File: config.mk
export PLATFORM = sky130hd
export DESIGN_NAME = controller
export DESIGN_NICKNAME = d
export VERILOG_FILES = /design/src/rtl/controller.sv
export SDC_FILE = /design/constraint.sdc
export NUM_CORES = 1
export LEC_CHECK = 0
export ABC_AREA = 1
export CELL_PAD_IN_SITES_DETAIL_PLACEMENT = 0
export CELL_PAD_IN_SITES_GLOBAL_PLACEMENT = 2
export CORE_ASPECT_RATIO = 1.1
export CORE_MARGIN = 4
export CORE_UTILIZATION = 25
export CTS_CLUSTER_SIZE = 14
export DETAILED_ROUTE_END_ITERATION = 10
export GPL_TIMING_DRIVEN = 0
export PLACE_DENSITY_LB_ADDON = 0.08
export SYNTH_ARGS = -nofsm -noshare
export SYNTH_HDL_FRONTEND = slang
export SYNTH_SLANG_ARGS = --single-unit
File: constraint.sdc
create_clock -name clk -period 1.25 [get_ports clk]
set_input_delay 0.25 -clock clk [delete_from_list [all_inputs] [get_ports clk]]
set_output_delay 0.25 -clock clk [all_outputs]
set_load 0.02 [all_outputs]
File: src/rtl/controller.sv
// controller: multi-cycle Moore FSM sequencer for the 8-bit stack CPU.
// Decodes the IR opcode and drives every datapath control input. Control
// outputs are registered: each one is decoded from the next state, so it
// changes together with `state`.
// Ports:
//   clk, rst          - rising-edge clock, asynchronous active-low reset
//   opcode[2:0]       - instruction[7:5] from IR
//   IR_write, ld_A, ld_B                  - register load enables
//   IorD, MtoS, src_A, src_B, pc_src      - datapath mux selects
//   mem_read, mem_write                   - memory strobes
//   pc_write, pc_write_cond               - PC load enables
//   alu_op[1:0]       - 00 add, 01 sub, 10 and, 11 not
//   push, pop, tos    - stack controls
//   state[3:0]        - current FSM state (debug)
module controller (
  input  logic       clk,
  input  logic       rst,
  input  logic [2:0] opcode,
  output logic       IR_write,
  output logic       ld_A,
  output logic       ld_B,
  output logic       IorD,
  output logic       MtoS,
  output logic       src_A,
  output logic       src_B,
  output logic       pc_src,
  output logic       mem_read,
  output logic       mem_write,
  output logic       pc_write,
  output logic       pc_write_cond,
  output logic [1:0] alu_op,
  output logic       push,
  output logic       pop,
  output logic       tos,
  output logic [3:0] state
);

  localparam int unsigned STATE_W = 4;
  localparam int unsigned ALU_OP_W = 2;

  typedef enum logic [STATE_W-1:0] {
    S_IF    = 4'd0,
    S_ID    = 4'd1,
    S_POP1  = 4'd2,
    S_POP2  = 4'd3,
    S_LDA   = 4'd4,
    S_LDB   = 4'd5,
    S_ALU   = 4'd6,
    S_PUSHR = 4'd7,
    S_MRD   = 4'd8,
    S_PUSHM = 4'd9,
    S_MWR   = 4'd10,
    S_JMP   = 4'd11,
    S_TOS   = 4'd12,
    S_ZW    = 4'd13,
    S_BR    = 4'd14,
    S_ILL   = 4'd15
  } state_t;

  typedef struct packed {
    logic                ir_write;
    logic                ld_a;
    logic                ld_b;
    logic                iord;
    logic                mtos;
    logic                src_a;
    logic                src_b;
    logic                pc_src;
    logic                mem_read;
    logic                mem_write;
    logic                pc_write;
    logic                pc_write_cond;
    logic [ALU_OP_W-1:0] alu_op;
    logic                push;
    logic                pop;
    logic                tos;
  } ctrl_t;

  localparam ctrl_t CTRL_IF = '{ir_write: 1'b1, iord: 1'b1, mem_read: 1'b1,
                                pc_src: 1'b1, pc_write: 1'b1, default: '0};

  state_t state_q, state_d;
  ctrl_t  ctrl_q, ctrl_d;

  // Moore output decode for a given state; alu_op follows the latched opcode.
  function automatic ctrl_t decode(input state_t s, input logic [ALU_OP_W-1:0] op);
    ctrl_t c;
    c = '0;
    case (s)
      S_IF:    c = CTRL_IF;
      S_POP1:  c.pop = 1'b1;
      S_POP2:  begin c.pop = 1'b1; c.ld_a = 1'b1; end
      S_LDA:   c.ld_a = 1'b1;
      S_LDB:   c.ld_b = 1'b1;
      S_ALU:   begin c.src_a = 1'b1; c.src_b = 1'b1; c.alu_op = op; end
      S_PUSHR: begin c.mtos = 1'b1; c.push = 1'b1; end
      S_MRD:   c.mem_read = 1'b1;
      S_PUSHM: c.push = 1'b1;
      S_MWR:   c.mem_write = 1'b1;
      S_JMP:   c.pc_write = 1'b1;
      S_TOS:   c.tos = 1'b1;
      S_BR:    c.pc_write_cond = 1'b1;
      default: c = '0;
    endcase
    return c;
  endfunction

  // State and output registers; reset forces IF and its outputs immediately.
  always_ff @(posedge clk or negedge rst) begin
    if (!rst) begin
      state_q <= S_IF;
      ctrl_q  <= CTRL_IF;
    end else begin
      state_q <= state_d;
      ctrl_q  <= ctrl_d;
    end
  end

  // Next-state logic plus the output decode of the state being entered.
  always_comb begin
    state_d = S_IF;
    ctrl_d  = '0;
    case (state_q)
      S_IF: state_d = S_ID;
      S_ID: begin
        if (!opcode[2]) begin
          state_d = S_POP1;
        end else begin
          case (opcode[1:0])
            2'b00:   state_d = S_MRD;
            2'b01:   state_d = S_POP1;
            2'b10:   state_d = S_JMP;
            default: state_d = S_TOS;
          endcase
        end
      end
      // NOT and POP need only one operand; binary ops pop a second.
      S_POP1:  state_d = (opcode == 3'b011 || opcode == 3'b101) ? S_LDA : S_POP2;
      S_POP2:  state_d = S_LDB;
      S_LDA:   state_d = opcode[2] ? S_MWR : S_ALU;
      S_LDB:   state_d = S_ALU;
      S_ALU:   state_d = S_PUSHR;
      S_PUSHR: state_d = S_IF;
      S_MRD:   state_d = S_PUSHM;
      S_PUSHM: state_d = S_IF;
      S_MWR:   state_d = S_IF;
      S_JMP:   state_d = S_IF;
      S_TOS:   state_d = S_ZW;
      S_ZW:    state_d = S_BR;
      S_BR:    state_d = S_IF;
      default: state_d = S_IF;
    endcase
    ctrl_d = decode(state_d, opcode[1:0]);
  end

  assign state         = state_q;
  assign IR_write      = ctrl_q.ir_write;
  assign ld_A          = ctrl_q.ld_a;
  assign ld_B          = ctrl_q.ld_b;
  assign IorD          = ctrl_q.iord;
  assign MtoS          = ctrl_q.mtos;
  assign src_A         = ctrl_q.src_a;
  assign src_B         = ctrl_q.src_b;
  assign pc_src        = ctrl_q.pc_src;
  assign mem_read      = ctrl_q.mem_read;
  assign mem_write     = ctrl_q.mem_write;
  assign pc_write      = ctrl_q.pc_write;
  assign pc_write_cond = ctrl_q.pc_write_cond;
  assign alu_op        = ctrl_q.alu_op;
  assign push          = ctrl_q.push;
  assign pop           = ctrl_q.pop;
  assign tos           = ctrl_q.tos;

endmodule
* After elaboration in Yosys (flattened, before gate mapping) *
Cells that the tools add are included.

storage, ports and cells
  register bits = 19
  input bits = 5
  output and inout port bits = 21
  logic and storage cells = 67

operators by class
  equal/unequal tests = 25
  multiplexer cells = 18
  reductions and logical operators = 9

operators with widths
  kind                  number
  $pmux W4 S10          1
  $eq A4 B4 Y1 const B  9
  $eq A4 B3 Y1 const B  7
  $eq A4 B2 Y1 const B  4
  $pmux W4 S3           1
  $mux W1               11
  $reduce_or A2 Y1      5
  $logic_not A4 Y1      2
  $mux W4               2
  $eq A4 B1 Y1 const B  1
  $mux W2               2
  $eq A3 B2 Y1 const B  1
  $eq A3 B3 Y1 const B  1
  $mux W3               1
  $eq A2 B1 Y1 const B  1
  $eq A2 B2 Y1 const B  1
  $logic_not A2 Y1      1
  $logic_or A1 B1 Y1    1

* Logic depth before layout (Yosys ltp) *
  depth after elaboration = 7
  depth in mapped cells = 11
  depth with buffers taken out = 11

* Least setup slack after synthesis *
OpenSTA, ideal clock, no wires.

  path type = flip-flop to flip-flop
  from = reg state_q[3] (netlist: state[3])
  to = reg ctrl_q (netlist bit alu_op[0])
  library setup time = 0.071 ns
  arrival = 1.373 ns
  data required time = 1.179 ns
  setup slack = -0.194 ns
  stages on the path, launching flop included = 9
  path buffers = 1
  period minus slack after synthesis = 1.444 ns
  cell sequence = dfrtp_1 buf_6 nor2_2 nand3b_1 nand3_1 nor2_1 nor2_2 nand2_2 nor2_1

RTL lines
  what                    line  source
  from (decl)             82    state_t state_q, state_d;
  from (signal assigned)  114   state_q <= state_d;
  to (signal assigned)    115   ctrl_q <= ctrl_d;
  to (decl)               83    ctrl_t ctrl_q, ctrl_d;

==> qor.txt <==
Status - finished, violations left
Failing checks - setup timing
Die Ht - 77.0 um
Global-route wire length before repair - 4730 um
Vias in the first global route - 997
Die width - 70.7 um
Share of cells above drive strength 1 - 57.5%
Sw frac - 49.1%
Synth area leader - dfrtp_1
Max Slew Vio Count - 0
Setup CP Type - flop to flop
Sequential power share - 20.8%
Top delay family on crit path - simple AND/OR/NAND/NOR gates
Vias - 995
Crit-path max FO - 7
Minimum clock period - 1.44 ns
HP Class - input port to flop
Fmax - 695 MHz
Setup violators final - 20
Slew HR - 49.5%
Clock Sinks - 18
CP Buf/Inv Count - 3
Grt total ovfl - 0
Ranking of synthesized cells by area - dfrtp_1 35%, nand2_1 12%, nor2_1 8.3%
MaxCap Viol Count - 0
RSZ-0062 raised after global routing - true
Seq/Total Area, Yosys - 42.0%
Core Rows - 24
Core Footprint - 0.00408 mm^2
Total power - 4.87 mW
Layout Utilization - 42.6%
Fill cells - 423
Port Buffer Count - 24
DR iter-0 viols - 59
Pre-CTS WS - -0.780 ns
Skew-Pair Late Insertion Delay - 0.25 ns
WP data required - 1.44 ns
Seq cells post-synth - 18
Worst VDD drop - 1170 uV
CTS Buf Count - 3
Routability cong. - 0.808
Combinational Power Share - 69.5%
Max Root-Sink Buffers - 2
Commonest non-fill, non-tap cell in the layout - nand2_1
Post-synth top area share - 34.7%
Period utilization - 115%
Ys Warns - 0
Pleak - 0.916 nW
Cell Pwr Density - 2800 mW/mm^2
WL final - 2690 um
Commonest cells after routing, fill and taps aside - 26 x nand2_1, 17 x nor2_2, 14 x buf_4
Syn Area/Cell - 7.84 um^2
Final Net Count - 191
Clock-pin slew on the worst setup and hold paths - 0.07 ns
I/O Pins - 26
Gr usage total - 10.7%
Initial cell density of the core - 26.5%
Vias per inst - 4.27
CTS tree - done
Synth Net Count - 147
Distinct cell type count after synthesis - 22
Root Driver - clkbuf_8
# diodes - 0
Crit path launch type - flop
Area Growth Syn to Fin - 60.7%
Min setup slack post-route - -0.188 ns
Die area - 0.00545 mm^2
Largest net degree at the start of global routing - 19
Final ANT Viol Nets - 0
Clock power share - 9.7%
Routed length per placed instance - 11.5 um
Crit path top cell by count - nor2_4
DP Wirelength - 2010 um
Cts-stage hold buffer count - 0
Initial antenna violation count - 0
Pre-antenna DRT Iters - 4
Worst Skew - 0.00209 ns
H-tree depth - 1
CP arrival - 1.63 ns
Hold Fails Final Rpt - 0
CP max stage cell - dfrtp_2
Synthesized area - 0.00108 mm^2
Internal Power - 2.48 mW
CP max stage delay - 0.42 ns
Measured slew at the worst slew-check pin - 0.755 ns
Switching power total - 2.39 mW
Cell chain of the critical path - buf_8 > inv_6 > nand2_4 > nor2_4 > nand2_2 > nand3_4 > inv_4 > nor2_4 > nand2_4 > nor2_4
Critical Path Sink Type - flop
Cells after Synth - 138
DRC viols - 0
## logic make-up after synthesis
family,Yosys count,synth area share (%)
and+or+nand+nor,92,42.3
adders and majority gates,4,4.62
AOI/OAI and AO/OA,2,1.62
buffers and inverters,22,9.48
DFF,18,42.0
## area by class of cell
type                       instances  area (um^2)  share of cell area [%]
buffer                             4         38.8                    2.23
clock buffer                       4         55.1                    3.17
inverter                          17         78.8                    4.53
multi-input combinational         98          701                    40.3
sequential                        18          459                    26.4
tap                               52         65.1                    3.74
timing repair buffer              40          342                    19.6
## stage by stage
step | instance area, um^2 | hold WS, ns | instances | setup TNS (ns)
after global placement | 1430 | 0.748 | 214 | -13.12
after CTS | 1570 | 0.381 | 225 | -2.70
after global routing | 1740 | 0.360 | 233 | -4.54
after detailed placement | 1430 | 0.749 | 214 | -13.38
final | 1740 | 0.360 | 233 | -2.78
after floorplan | 1120 | -0.0456 | 138 | -1.19
## routing by layer
metal / up-vias / share of wire, % / global-route usage, % / routed length, um
li1: 504 / - / - / -
met1: 465 / 46 / 14.2 / 1230
met2: 23 / 48 / 17.3 / 1300
met3: 3 / 5.3 / 3.27 / 143
met4: 0 / 0.45 / 1.69 / 12
met5: - / 0 / 0 / 0
## what timing repair did
item,4_1_cts,5_1_grt
pin swaps,12,17
setup endpoints to repair,39,23
setup buffers,7,9
resized for setup,83,38
## cells in the mapped netlist, drive strengths merged
master,count
nand2,39
nor2,34
inv,17
dfrtp,15
nand3,14
buf,5
ha,4
dfstp,3
nand3b,3
and2,1
nor3,1
o211ai,1
o21ai,1
## state kept, by name, indices dropped and copies added (netlist names)
signal         cells
tos                1
alu_op             2
mem_read           1
pop                1
mem_write          1
ld_A               1
src_A              1
pc_write           1
pc_write_cond      1
MtoS               1
state              4
push               1
ld_B               1
pc_src             1
## path summary, 6_finish.rpt
path                                start        end  slack (ns)  depth (start not counted)
worst min register to register   state[1]   state[1]        0.88                          3
min in group asynchronous             rst       ld_A        0.44                          1
max in group asynchronous             rst   state[2]        0.29                          1
worst max-delay path             state[3]  alu_op[0]       -0.19                         10
worst min-delay path            opcode[1]  alu_op[1]        0.36                          3
worst max register to register   state[3]  alu_op[0]       -0.19                         10
## power by group through the flow
| stage | Sequential [mW] | Combinational [mW] | Clock (mW) |
|---|---|---|---|
| finish | 1.01 | 3.38 | 0.473 |
| global route | 1.04 | 3.70 | 0.524 |
| CTS | 0.996 | 2.91 | 0.488 |
| detailed placement | 0.995 | 2.59 | 0 |
| global placement | 0.987 | 2.60 | 0 |
| floorplan | 1.20 | 1.58 | 0 |
## worst reg2reg max path, stage by stage, from the launching register on
cell     delay (ns)
dfrtp_2        0.42
buf_8          0.15
inv_6          0.07
nand2_4        0.05
nor2_4         0.12
nand2_2        0.09
nand3_4        0.14
inv_4          0.07
nor2_4         0.12
nand2_4        0.07
nor2_4         0.09
Note: power is estimated with default switching activity, not from simulation.
